--- src/rtl/mmu_seq_ctrl.sv ---
// Job sequencer for the systolic MMU array: weight preload, skewed input streaming, psum drain.
// Optional macro MMU_SEQ_CTRL_WREUSE_EN adds a w_reuse input that skips the weight preload.
module mmu_seq_ctrl #(
    parameter int ARRAY_DIM  = 8,
    parameter int ADDR_WIDTH = 10,
    parameter int LEN_WIDTH  = 10
) (
    input  logic                  clk,
    input  logic                  rstn,
    input  logic                  start,
    input  logic [ADDR_WIDTH-1:0] w_base,
    input  logic [ADDR_WIDTH-1:0] in_base,
    input  logic [LEN_WIDTH-1:0]  in_len,
`ifdef MMU_SEQ_CTRL_WREUSE_EN
    input  logic                  w_reuse,
`endif
    output logic                  busy,
    output logic                  done,
    output logic                  w_rd_en,
    output logic [ADDR_WIDTH-1:0] w_rd_addr,
    output logic                  w_wen,
    output logic                  in_rd_en,
    output logic [ADDR_WIDTH-1:0] in_rd_addr,
    output logic [ARRAY_DIM-1:0]  en
);

    // One counter serves all phases; wide enough for both in_len and the drain window.
    localparam int DW    = $clog2(2 * ARRAY_DIM + 1);
    localparam int CNT_W = (LEN_WIDTH > DW) ? LEN_WIDTH : DW;

    typedef enum logic [2:0] {
        S_IDLE,
        S_WLOAD,
        S_STREAM,
        S_DRAIN,
        S_DONE
    } state_e;

    state_e                state_q, state_d;
    logic [CNT_W-1:0]      cnt_q, cnt_d;
    logic [ADDR_WIDTH-1:0] w_base_q, w_base_d;
    logic [ADDR_WIDTH-1:0] in_base_q, in_base_d;
    logic [LEN_WIDTH-1:0]  len_q, len_d;
    logic [ARRAY_DIM-1:0]  skew_q, skew_d;

    always_comb begin
        state_d   = state_q;
        cnt_d     = cnt_q;
        w_base_d  = w_base_q;
        in_base_d = in_base_q;
        len_d     = len_q;
        case (state_q)
            S_IDLE: begin
                cnt_d = '0;
                if (start) begin
                    w_base_d  = w_base;
                    in_base_d = in_base;
                    len_d     = in_len;
`ifdef MMU_SEQ_CTRL_WREUSE_EN
                    if (w_reuse)
                        state_d = (in_len == '0) ? S_DONE : S_STREAM;
                    else
                        state_d = S_WLOAD;
`else
                    state_d = S_WLOAD;
`endif
                end
            end
            S_WLOAD: begin
                // ARRAY_DIM reads plus one trailing cycle for the delayed write enable
                if (cnt_q == CNT_W'(ARRAY_DIM)) begin
                    cnt_d   = '0;
                    state_d = (len_q == '0) ? S_DONE : S_STREAM;
                end else begin
                    cnt_d = cnt_q + 1'b1;
                end
            end
            S_STREAM: begin
                if (cnt_q + 1'b1 == CNT_W'(len_q)) begin
                    cnt_d   = '0;
                    state_d = S_DRAIN;
                end else begin
                    cnt_d = cnt_q + 1'b1;
                end
            end
            S_DRAIN: begin
                if (cnt_q == CNT_W'(2 * ARRAY_DIM - 1)) begin
                    cnt_d   = '0;
                    state_d = S_DONE;
                end else begin
                    cnt_d = cnt_q + 1'b1;
                end
            end
            S_DONE: begin
                cnt_d   = '0;
                state_d = S_IDLE;
            end
            default: begin
                cnt_d   = '0;
                state_d = S_IDLE;
            end
        endcase
    end

    always_comb begin
        w_rd_en    = (state_q == S_WLOAD) && (cnt_q < CNT_W'(ARRAY_DIM));
        w_wen      = (state_q == S_WLOAD) && (cnt_q != '0);
        w_rd_addr  = w_rd_en ? (w_base_q + ADDR_WIDTH'(cnt_q)) : '0;
        in_rd_en   = (state_q == S_STREAM);
        in_rd_addr = in_rd_en ? (in_base_q + ADDR_WIDTH'(cnt_q)) : '0;
        busy       = (state_q == S_WLOAD) || (state_q == S_STREAM) || (state_q == S_DRAIN);
        done       = (state_q == S_DONE);
        // bit 0 is in_rd_en delayed once; each further row adds one cycle of skew
        skew_d     = {skew_q[ARRAY_DIM-2:0], in_rd_en};
        en         = skew_q;
    end

    always_ff @(posedge clk or negedge rstn) begin
        if (!rstn) begin
            state_q   <= S_IDLE;
            cnt_q     <= '0;
            w_base_q  <= '0;
            in_base_q <= '0;
            len_q     <= '0;
            skew_q    <= '0;
        end else begin
            state_q   <= state_d;
            cnt_q     <= cnt_d;
            w_base_q  <= w_base_d;
            in_base_q <= in_base_d;
            len_q     <= len_d;
            skew_q    <= skew_d;
        end
    end

endmodule

--- config.mk ---
export PLATFORM = sky130hd
export DESIGN_NAME = mmu_seq_ctrl
export DESIGN_NICKNAME = d
export VERILOG_FILES = /design/src/rtl/mmu_seq_ctrl.sv
export SDC_FILE = /design/constraint.sdc
export NUM_CORES = 1
export LEC_CHECK = 0
export ABC_AREA = 1
export BUFFER_PORTS_ARGS = -buffer_cell sky130_fd_sc_hd__buf_2
export CORE_UTILIZATION = 55
export CTS_CLUSTER_SIZE = 8
export DETAILED_ROUTE_END_ITERATION = 8
export PLACE_DENSITY = 0.8
export REMOVE_ABC_BUFFERS = 1
export SYNTH_ARGS = -nofsm -noshare
export SYNTH_HDL_FRONTEND = slang
export SYNTH_SLANG_ARGS = --single-unit
--- constraint.sdc ---
create_clock -name clk -period 2.6 [get_ports clk]
set_input_delay 0.26 -clock clk [delete_from_list [all_inputs] [get_ports clk]]
set_output_delay 0.26 -clock clk [all_outputs]
set_load 0.01 [all_outputs]
==> flow_summary.json <==
{
  "net-switching-power_mw": 0.282,
  "fmax_mhz": 398,
  "vias_per_cell": 5.43,
  "routed_wl_mm": 7.54,
  "worstPathRequired_ns": 2.34,
  "slew_headroom_pct": 68.1,
  "pwr-share-seq_pct": 56.4,
  "dp_hpwl_mm": 5.70,
  "numCtsBuffers": 5,
  "endpoint": "w_rd_addr[6]",
  "grt_pass1_wl_mm": 12.4,
  "fin_crit_sh_pct": 96.7,
  "holdWs_ns": 0.182,
  "cp_cell_sequence": "ha_4, fa_2, nand2_1, inv_1, o21ai_2, nand2_1, nand2_2, nand2_2, a21oi_2, o21ai_1, a21oi_1, buf_2",
  "post_route_cells_drive_above_1_share_pct": 31.7,
  "syn-cell-area_um2": 3230,
  "rsz0062_at_grt": "true",
  "grt_start_max_net_pins": 31,
  "path_class": "flip-flop to output pin",
  "synth_ff_type": "dfrtp_1",
  "tns_ns": 0,
  "io_buffers": 65,
  "crit_start": "cnt_q[0]$_DFF_PN0_",
  "power_density_nw_per_um2": 361,
  "syn_inst": 385,
  "numClockSinks": 51,
  "h-tree-depth": 2,
  "final_nets": 518,
  "worst_pin_slew_ns": 0.478,
  "worstSkewPairLatency_ns": 0.30,
  "worst-r2r-cell-count": 15,
  "synth_top_area_cell": "dfrtp_1",
  "yosysMostFrequentCell": "nand2_1",
  "p_comb_share_pct": 2.9,
  "io_pins": 66,
  "reg2reg_slack_ns": 0.35,
  "placed_area_um2": 3670,
  "cts_buffer_depth": 2,
  "vias": 2912,
  "grt_overflow": 0,
  "p_sw_share_pct": 20.1,
  "cp-end-kind": "output pin",
  "cellLeakagePower_nw": 2.03,
  "synth_edf_count": 0,
  "synth_top_area_share_pct": 39.5,
  "dr.pass1.iters": 4,
  "async_reset_ff_share_pct": 100,
  "wl_per_cell_um": 14.1,
  "synth-seq-area-share_pct": 39.5,
  "yosys-top-cells-area": "dfrtp_1 40%, nand2_1 8.8%, mux2_2 8.0%, ha_1 7.7%, inv_1 5.0%",
  "vdd_drop_max_v": 0.000207,
  "clk_pin_slew_ns": 0.09,
  "crit_path_max_fanout": 3,
  "gp_congestion": 0.907,
  "die_w_um": 78.6,
  "hp-class": "primary input to flip-flop",
  "reg2reg_from": "cnt_q[0]$_DFF_PN0_",
  "worst-path-buf-inv": 2,
  "cts_tree": "yes",
  "status": "finished, final reports clean",
  "synth_commonest_cells": "76 x nand2_1, 51 x dfrtp_1, 43 x inv_1, 37 x nor2_1, 31 x a21oi_1",
  "avgSynthCellArea_um2": 8.39,
  "critPathTopFamily": "adder cells",
  "drv_slew": 0,
  "synth-seq-cells": 51,
  "diodes": 0,
  "ant_nets": 0,
  "die-area_um2": 6180,
  "rows": 27,
  "fin_crit_ns": 2.51,
  "setup_viol": 0,
  "yosysWarnings": 0,
  "hold_viol_final": 0,
  "core_area_um2": 5570,
  "p_clk_share_pct": 40.7,
  "fin_ws_ns": 0.0863,
  "drtIter0Drc": 125,
  "antenna_found_initial": 0,
  "cp-start-kind": "flip-flop",
  "grt_use_total_pct": 25.8,
  "timing.rr.end": "cnt_q[6]$_DFF_PN0_",
  "post-place-ws_ns": 0.161,
  "intPower_mw": 1.12,
  "area_growth_pct": 20.5,
  "cap_violations": 0,
  "drcViolationCount": 0,
  "die_h_um": 78.6,
  "max_stage_delay_ns": 0.46,
  "yosys.cell_types.count": 40,
  "cp_slowest_cell": "dfrtp_2",
  "cts-root-buf": "clkbuf_8",
  "skew_ns": 0.00334,
  "final_area_um2": 3890,
  "grt_pass1_vias": 2760,
  "floorplan.initialDensity_pct": 57.9,
  "postLayoutCoreUtil_pct": 69.8,
  "cp.arrival_ns": 2.25,
  "worst-path-stages": 12
}
flip-flops by register name, summed over array words and instances (netlist names):
name,count
en,8
cnt_q,10
len_q,10
state_q,3
w_base_q,10
in_base_q,10
how the worst min path moves through the flow:
stage                                          to  cells past startpoint       from
final                     w_base_q[9]$_DFFE_PN0P_                      2  w_base[9]
after floorplan                cnt_q[0]$_DFF_PN0_                      0       rstn
after detailed placement     len_q[0]$_DFFE_PN0P_                      1       rstn
after global routing         len_q[1]$_DFFE_PN0P_                      2  in_len[1]
after global placement       len_q[1]$_DFFE_PN0P_                      1       rstn
after CTS                 w_base_q[7]$_DFFE_PN0P_                      2  w_base[7]
logic make-up (layout without fill, tap and decap cells):
family | Yosys count | count (layout) | share of synthesized area, %
and+or+nand+nor | 177 | 177 | 25.6
AOI/OAI and AO/OA | 57 | 57 | 10.2
DFF | 51 | 51 | 39.5
buffers and inverters | 49 | 128 | 6.04
muxes | 23 | 23 | 8.02
adders and majority gates | 22 | 22 | 8.99
xor gates and xnor gates | 6 | 6 | 1.63
power by group through the flow:
stage	logic (mW)	registers [mW]	clock network (mW)
6_report	0.0408	0.792	0.572
5_1_grt	0.0474	0.793	0.614
4_1_cts	0.0426	0.792	0.587
3_5_place_dp	0.0413	0.808	0
3_3_place_gp	0.0404	0.808	0
2_1_floorplan	0.000671	0.808	0
cell type report:
cell class	instances	area [µm²]
Tap cell	72	90.1
Clock inverter	2	35.0
Timing Repair Buffer	75	403
Multi-Input combinational cell	285	1820
Clock buffer	6	82.6
Fill cell	456	1680
Inverter	45	176
Sequential cell	51	1280
cells in the final DEF (no fill, tap or decap), types with 3 or more instances in the layout:
master,count
nand2_1,73
buf_2,65
dfrtp_1,48
inv_1,43
nor2_1,37
a21oi_1,28
nand3_1,27
mux2_2,23
ha_1,17
nor2_2,12
buf_4,9
o21ai_0,8
nand2_2,7
nand4_1,7
clkbuf_8,6
o21bai_1,4
xor2_1,4
o21ai_1,3
a21oi_2,3
ha_4,3
dfrtp_2,3
per-layer routing:
layer	global-route usage [%]	share of wire (%)	vias to the layer above
met4	9.26	2.0	0
met2	44.7	49	120
met3	3.84	5.8	19
met5	0	0	-
li1	-	-	1436
met1	32.5	43	1337
metrics by stage:
step / total power, mW / cells
after floorplan: 0.809 / 381
after global placement: 0.849 / 524
after detailed placement: 0.849 / 524
after CTS: 1.42 / 534
after global routing: 1.45 / 536
final: 1.40 / 536
what timing repair did:
item,in CTS,in global routing
buffers inserted,1,2
gates cloned,0,0
gates resized for setup,5,16
hold buffers,1,0
setup endpoints to repair,3,5
pin swaps,0,5
hold endpoints to repair,21,0
Note: power is estimated with default switching activity, not from simulation.
